**config.mk**
```make
export PLATFORM = sky130hd
export DESIGN_NAME = dmem_arbiter
export DESIGN_NICKNAME = d
export VERILOG_FILES = /design/src/rtl/dmem_pkg.sv /design/src/rtl/dmem_port_mux.sv /design/src/rtl/dmem_arbiter.sv
export SDC_FILE = /design/constraint.sdc
export NUM_CORES = 1
export LEC_CHECK = 0
export ABC_AREA = 1
export BUFFER_PORTS_ARGS = -buffer_cell sky130_fd_sc_hd__buf_2
export CAP_MARGIN = 10
export CORE_AREA = 2 2 117 119
export CTS_CLUSTER_DIAMETER = 150
export CTS_CLUSTER_SIZE = 25
export DETAILED_ROUTE_END_ITERATION = 10
export DIE_AREA = 0 0 119 121
export PLACE_DENSITY = 0.74
export REMOVE_ABC_BUFFERS = 1
export SLEW_MARGIN = 10
export SYNTH_ARGS = -nofsm -noshare
export SYNTH_HDL_FRONTEND = slang
export SYNTH_SLANG_ARGS = --single-unit
```
**constraint.sdc**
```tcl
create_clock -name clk -period 1.7 [get_ports clk]
set_input_delay 0.17 -clock clk [delete_from_list [all_inputs] [get_ports clk]]
set_output_delay 0.17 -clock clk [all_outputs]
set_load 0.02 [all_outputs]
```
**src/rtl/dmem_pkg.sv**
```systemverilog
// ============================================================================
// Module   : dmem_pkg
// Purpose  : Shared types and defaults for the data-memory arbiter:
//            arbiter state encoding, granted-port select and parameter
//            defaults.
// Revision : 1.0 - initial release
// ============================================================================
`timescale 1ns/1ps
`default_nettype none

package dmem_pkg;

   localparam int c_def_data_width   = 32;
   localparam int c_def_starve_limit = 4;
   localparam int c_def_max_lock     = 8;

   // Arbiter ownership mode
   typedef enum logic [0:0] {
      CORE_PRI = 1'b0,
      DMA_LOCK = 1'b1
   } arb_state_e;

   // Which requester currently owns the memory port
   typedef enum logic [1:0] {
      SEL_NONE = 2'd0,
      SEL_CORE = 2'd1,
      SEL_DMA  = 2'd2
   } port_sel_e;

endpackage : dmem_pkg

`default_nettype wire

```
**src/rtl/dmem_port_mux.sv**
```systemverilog
// ============================================================================
// Module   : dmem_port_mux
// Purpose  : Steers the granted requester's command onto the Data_Memory
//            port; drives an all-zero idle command when nobody is granted.
// Revision : 1.0 - initial release
// ============================================================================
`timescale 1ns/1ps
`default_nettype none

module dmem_port_mux
   import dmem_pkg::*;
#(
   parameter int DATA_WIDTH = c_def_data_width
) (
   input  port_sel_e             i_sel,
   input  logic                  i_core_we,
   input  logic [DATA_WIDTH-1:0] i_core_addr,
   input  logic [DATA_WIDTH-1:0] i_core_wdata,
   input  logic                  i_dma_we,
   input  logic [DATA_WIDTH-1:0] i_dma_addr,
   input  logic [DATA_WIDTH-1:0] i_dma_wdata,
   output logic                  o_mem_write,
   output logic                  o_mem_read,
   output logic [DATA_WIDTH-1:0] o_mem_addr,
   output logic [DATA_WIDTH-1:0] o_mem_wdata
);

   // Route the owner's we/addr/wdata; reads and writes are mutually exclusive
   always_comb begin
      o_mem_write = 1'b0;
      o_mem_read  = 1'b0;
      o_mem_addr  = '0;
      o_mem_wdata = '0;
      case (i_sel)
         SEL_CORE: begin
            o_mem_write = i_core_we;
            o_mem_read  = ~i_core_we;
            o_mem_addr  = i_core_addr;
            o_mem_wdata = i_core_wdata;
         end
         SEL_DMA: begin
            o_mem_write = i_dma_we;
            o_mem_read  = ~i_dma_we;
            o_mem_addr  = i_dma_addr;
            o_mem_wdata = i_dma_wdata;
         end
         default: begin
            o_mem_write = 1'b0;
         end
      endcase
   end

endmodule : dmem_port_mux

`default_nettype wire

```
**src/rtl/dmem_arbiter.sv**
```systemverilog
// ============================================================================
// Module   : dmem_arbiter
// Purpose  : Two-requester arbiter for a single-port data memory. The core
//            pipeline has priority; the DMA/loader port is protected from
//            starvation and may lock the memory for a bounded burst.
// Revision : 1.0 - initial release
// ============================================================================
`timescale 1ns/1ps
`default_nettype none

module dmem_arbiter
   import dmem_pkg::*;
#(
   parameter int DATA_WIDTH   = c_def_data_width,
   parameter int STARVE_LIMIT = c_def_starve_limit,
   parameter int MAX_LOCK     = c_def_max_lock
) (
   input  logic                  clk,
   input  logic                  reset,
   input  logic                  core_req_i,
   input  logic                  core_we_i,
   input  logic [DATA_WIDTH-1:0] core_addr_i,
   input  logic [DATA_WIDTH-1:0] core_wdata_i,
   output logic                  core_gnt_o,
   output logic                  core_stall_o,
   output logic                  core_rvalid_o,
   output logic [DATA_WIDTH-1:0] core_rdata_o,
   input  logic                  dma_req_i,
   input  logic                  dma_we_i,
   input  logic                  dma_lock_i,
   input  logic [DATA_WIDTH-1:0] dma_addr_i,
   input  logic [DATA_WIDTH-1:0] dma_wdata_i,
   output logic                  dma_gnt_o,
   output logic                  dma_rvalid_o,
   output logic [DATA_WIDTH-1:0] dma_rdata_o,
   output logic                  mem_write_o,
   output logic                  mem_read_o,
   output logic [DATA_WIDTH-1:0] mem_addr_o,
   output logic [DATA_WIDTH-1:0] mem_wdata_o,
   input  logic [DATA_WIDTH-1:0] mem_rdata_i
);

   localparam int c_starve_w = $clog2(STARVE_LIMIT + 1);
   localparam int c_lock_w   = $clog2(MAX_LOCK + 1);
   localparam logic [c_starve_w-1:0] c_starve_max = c_starve_w'(STARVE_LIMIT);
   localparam logic [c_starve_w-1:0] c_starve_one = c_starve_w'(1);
   localparam logic [c_lock_w-1:0]   c_lock_max   = c_lock_w'(MAX_LOCK);
   localparam logic [c_lock_w-1:0]   c_lock_one   = c_lock_w'(1);
   // A one-cycle lock limit is just an ordinary grant, so never enter lock
   localparam bit                    c_lock_allowed = (MAX_LOCK > 1);

   arb_state_e              r_state;
   arb_state_e              w_state_nxt;
   logic [c_starve_w-1:0]   r_starve_cnt;
   logic [c_starve_w-1:0]   w_starve_nxt;
   logic [c_lock_w-1:0]     r_lock_cnt;
   logic [c_lock_w-1:0]     w_lock_nxt;
   logic                    w_core_gnt;
   logic                    w_dma_gnt;
   port_sel_e               w_sel;
   logic                    r_core_rvalid;
   logic                    r_dma_rvalid;
   logic [DATA_WIDTH-1:0]   r_core_rdata;
   logic [DATA_WIDTH-1:0]   r_dma_rdata;

   // Arbiter state and counters
   always_ff @(posedge clk) begin
      if (reset) begin
         r_state      <= CORE_PRI;
         r_starve_cnt <= '0;
         r_lock_cnt   <= '0;
      end else begin
         r_state      <= w_state_nxt;
         r_starve_cnt <= w_starve_nxt;
         r_lock_cnt   <= w_lock_nxt;
      end
   end

   // Grant decision, lock entry/exit and starvation tracking
   always_comb begin
      w_core_gnt   = 1'b0;
      w_dma_gnt    = 1'b0;
      w_state_nxt  = r_state;
      w_starve_nxt = r_starve_cnt;
      w_lock_nxt   = r_lock_cnt;
      if (!reset) begin
         case (r_state)
            CORE_PRI: begin
               if (core_req_i && !(dma_req_i && (r_starve_cnt == c_starve_max))) begin
                  w_core_gnt = 1'b1;
               end else if (dma_req_i) begin
                  w_dma_gnt = 1'b1;
               end
               if (w_dma_gnt && dma_lock_i && c_lock_allowed) begin
                  w_state_nxt = DMA_LOCK;
                  w_lock_nxt  = c_lock_one;
               end
            end
            DMA_LOCK: begin
               w_dma_gnt = dma_req_i;
               if (w_dma_gnt) begin
                  w_lock_nxt = r_lock_cnt + c_lock_one;
               end
               // Release after the grant that reaches the limit still completes
               if (!dma_lock_i || !dma_req_i || ((r_lock_cnt + c_lock_one) >= c_lock_max)) begin
                  w_state_nxt = CORE_PRI;
                  w_lock_nxt  = '0;
               end
            end
            default: begin
               w_state_nxt = CORE_PRI;
               w_lock_nxt  = '0;
            end
         endcase
         if (w_dma_gnt || !dma_req_i) begin
            w_starve_nxt = '0;
         end else if (r_starve_cnt != c_starve_max) begin
            w_starve_nxt = r_starve_cnt + c_starve_one;
         end
      end
   end

   // Load responses: capture read data at the grant edge, pulse owner's rvalid
   always_ff @(posedge clk) begin
      if (reset) begin
         r_core_rvalid <= 1'b0;
         r_dma_rvalid  <= 1'b0;
         r_core_rdata  <= '0;
         r_dma_rdata   <= '0;
      end else begin
         r_core_rvalid <= w_core_gnt & ~core_we_i;
         r_dma_rvalid  <= w_dma_gnt & ~dma_we_i;
         if (w_core_gnt && !core_we_i) begin
            r_core_rdata <= mem_rdata_i;
         end
         if (w_dma_gnt && !dma_we_i) begin
            r_dma_rdata <= mem_rdata_i;
         end
      end
   end

   assign w_sel = w_core_gnt ? SEL_CORE : (w_dma_gnt ? SEL_DMA : SEL_NONE);

   dmem_port_mux #(
      .DATA_WIDTH (DATA_WIDTH)
   ) u_port_mux (
      .i_sel        (w_sel),
      .i_core_we    (core_we_i),
      .i_core_addr  (core_addr_i),
      .i_core_wdata (core_wdata_i),
      .i_dma_we     (dma_we_i),
      .i_dma_addr   (dma_addr_i),
      .i_dma_wdata  (dma_wdata_i),
      .o_mem_write  (mem_write_o),
      .o_mem_read   (mem_read_o),
      .o_mem_addr   (mem_addr_o),
      .o_mem_wdata  (mem_wdata_o)
   );

   assign core_gnt_o    = w_core_gnt;
   assign dma_gnt_o     = w_dma_gnt;
   assign core_stall_o  = core_req_i & ~w_core_gnt & ~reset;
   // A response pending when reset arrives is dropped immediately
   assign core_rvalid_o = r_core_rvalid & ~reset;
   assign dma_rvalid_o  = r_dma_rvalid & ~reset;
   assign core_rdata_o  = reset ? '0 : r_core_rdata;
   assign dma_rdata_o   = reset ? '0 : r_dma_rdata;

endmodule : dmem_arbiter

`default_nettype wire

```
==> results_dict.tcl <==
set metrics [dict create \
    status "finished, violations left" \
    violations "negative setup slack" \
    cp_common_cell "buf_6" \
    cts.sinks 74 \
    ys_warn_count 0 \
    die_height_um 121 \
    hold_depth 3 \
    grt_pass1_wl_mm 27.00 \
    maxCapViolations 0 \
    fmax_mhz 494.1 \
    period_minus_slack_ns 2.024 \
    crit_buf_inv 4 \
    final_cell_mix "buf_2, nand2_1, nand2_2" \
    cts-buffers-inserted 9 \
    layout.cells.non_filler 1250 \
    critPathMaxStageDelay_ns 0.34 \
    yosys-top-cells-area "dfxtp_1, nand2_1, nor2_1" \
    grt_max_degree 55 \
    fin_skew_ns 0.006535 \
    ant_nets 0 \
    final_util_pct 62.23 \
    grt_setup_unrepaired "yes" \
    pin_count 302 \
    layout-drive-gt1-share_pct 55.37 \
    chipWidth_um 119 \
    nets 1236 \
    tns_ns -21.67 \
    critical_path_class "reg -> out" \
    drt_pass1_iterations 5 \
    power.density_nw_per_um2 659.5 \
    synth_area_sq_um 4140 \
    cts_tree "yes" \
    slew_headroom_pct 71.08 \
    die_area_sq_um 14400 \
    routed_wl_mm 20.44 \
    syn_inst 728 \
    worst_slack_ns -0.3239 \
    synth_top_area_share_pct 35.78 \
    routedWlPerCell_um 16.36 \
    area_growth_pct 96.68 \
    grt_usage_pct 23.95 \
    clk_latency_ns 0.33 \
    slowest_stage "dfxtp_2" \
    overflow 0 \
    hold_path.class "in -> reg" \
    fill_cells 1112 \
    synth_cell_types 21 \
    avgSynthCellArea_sq_um 5.687 \
    synth-seq-cells 74 \
    dr_total_vias 5798 \
    antenna_found_initial 5 \
    hold_viol_final 0 \
    io_buffer_count 301 \
    clockBufferDepth 2 \
    num_rows 42 \
    crit_family "simple AND/OR/NAND/NOR gates" \
    min_period_over_period_pct 119.1 \
    ys_seq_area_share_pct 35.78 \
    synth_top_cell_by_area "dfxtp_1" \
    slew_violations 0 \
    initial_core_util_pct 31.64 \
    clk_pin_slew_ns 0.06 \
    drtIter0Drc 345 \
    cp-start-kind "register" \
    end_kind "output port" \
    vias_per_cell 4.638 \
    vdd.ir_drop.worst_mv 0.7260 \
    worstMarginPinSlew_ns 0.4323 \
    path_cells "inv_2 > ha_4 > nand3_4 > nand2_8 > buf_6 > nor2_4 > buf_6 > nand2_2 > nand2_2 > buf_6" \
    h-tree-depth 3 \
    place_ws_ns -0.07027 \
    final_common_cell "buf_2" \
    reg2reg_slack_ns -0.15 \
    leakagePower_nw 4.703 \
    drc 0 \
    place_inst 1195 \
    gp_congestion 0.9005 \
    arrival_ns 1.85 \
    hpwl_mm 12.32 \
    cp_num_cells 10 \
    cp.required_ns 1.53 \
    final_area_sq_um 8143 \
    first_global_vias 5411 \
    r2r_cells 13 \
    placed_area_sq_um 5937 \
    crit_path_max_fanout 7 \
    cts_root_buf "clkbuf_16" \
    core_area_sq_um 13090 \
    setup_viol 103 \
]
## registers in the layout (all words and copies together), names as in the netlist
signal	cells
r_lock_cnt	4
r_starve_cnt	3
r_dma_rdata	32
r_core_rdata	32
r_core_rvalid	1
r_dma_rvalid	1
r_state	1
## synth_stat cells
library cell / number
nand2_1: 370
dfxtp_1: 74
buf_2: 15
nand2_4: 2
nor2_8: 1
a21oi_1: 7
o22ai_1: 1
inv_1: 81
xor2_1: 1
nand3_2: 2
inv_2: 2
buf_4: 9
nor2_1: 135
nand3_1: 7
nor3_1: 1
xnor2_1: 1
nor2_2: 1
ha_1: 3
buf_6: 6
clkbuf_1: 8
nand4_1: 1
## path summary, 6_finish.rpt
check / startpoint / endpoint
hold / removal: mem_rdata_i[12] / r_core_rdata[12]
setup reg to reg: r_starve_cnt[0] / r_core_rdata[29]
setup / recovery: r_starve_cnt[0] / mem_wdata_o[30]
hold reg to reg: r_lock_cnt[3] / r_lock_cnt[3]
## metrics by stage
| stage | total power, mW | hold slack, ns |
|---|---|---|
| detailed placement | 2.901 | 0.3766 |
| CTS | 5.217 | 0.02567 |
| global placement | 2.890 | 0.3739 |
| floorplan | 2.361 | 0.2391 |
| global route | 5.595 | 0.04760 |
| finish | 5.371 | 0.04838 |
## worst min-delay path: stages
cell and delay [ns]:
buf_2 0.10, nand2_2 0.04, nand2_1 0.04
## repair_timing
item | CTS | global route
cloned | 7 | 6
setup buffers | 23 | 3
hold buffers | 0 | 0
pin swaps | 62 | 31
gates resized for setup | 278 | 172
endpoints found under the setup margin | 71 | 103
## logic make-up (layout without fill, tap and decap cells)
group                    count (synthesis)  count (layout)  synth area share (%)
AND/OR/NAND/NOR                        520             521                 48.56
buffers and inverters                  121             463                 13.33
flip-flops                              74              74                 35.78
AO/OA/AOI/OAI                            8               8                0.9973
adder cells (fa/ha/maj)                  3               3                0.9067
XOR/XNOR                                 2               2                0.4232
other                                    0               3                     0
## power breakdown
part	switching [mW]	internal, mW	leakage, nW
logic	0.879	0.701	3.95
registers	0.0228	1.81	0.604
clock network	0.732	1.22	0.153
## routing by layer
layer | global-route usage [%] | part of all wire, %
met3 | 8.694 | 9.2
met2 | 41.20 | 48
met1 | 25.54 | 37
met5 | 0 | 0.064
met4 | 13.17 | 5.2
## cell type report
cell class                 instances  area (sq um)  share of cell area (%)
clock inverter                     5         60.06                  0.7376
timing repair buffer             364          2856                   35.08
inverter                          83         340.3                   4.179
antenna                            3         7.507                 0.09219
sequential                        74          1484                   18.22
multi-input combinational        534          2922                   35.88
clock buffer                      11         252.7                   3.104
tap                              176         220.2                   2.704
Note: power is estimated with default switching activity, not from simulation.
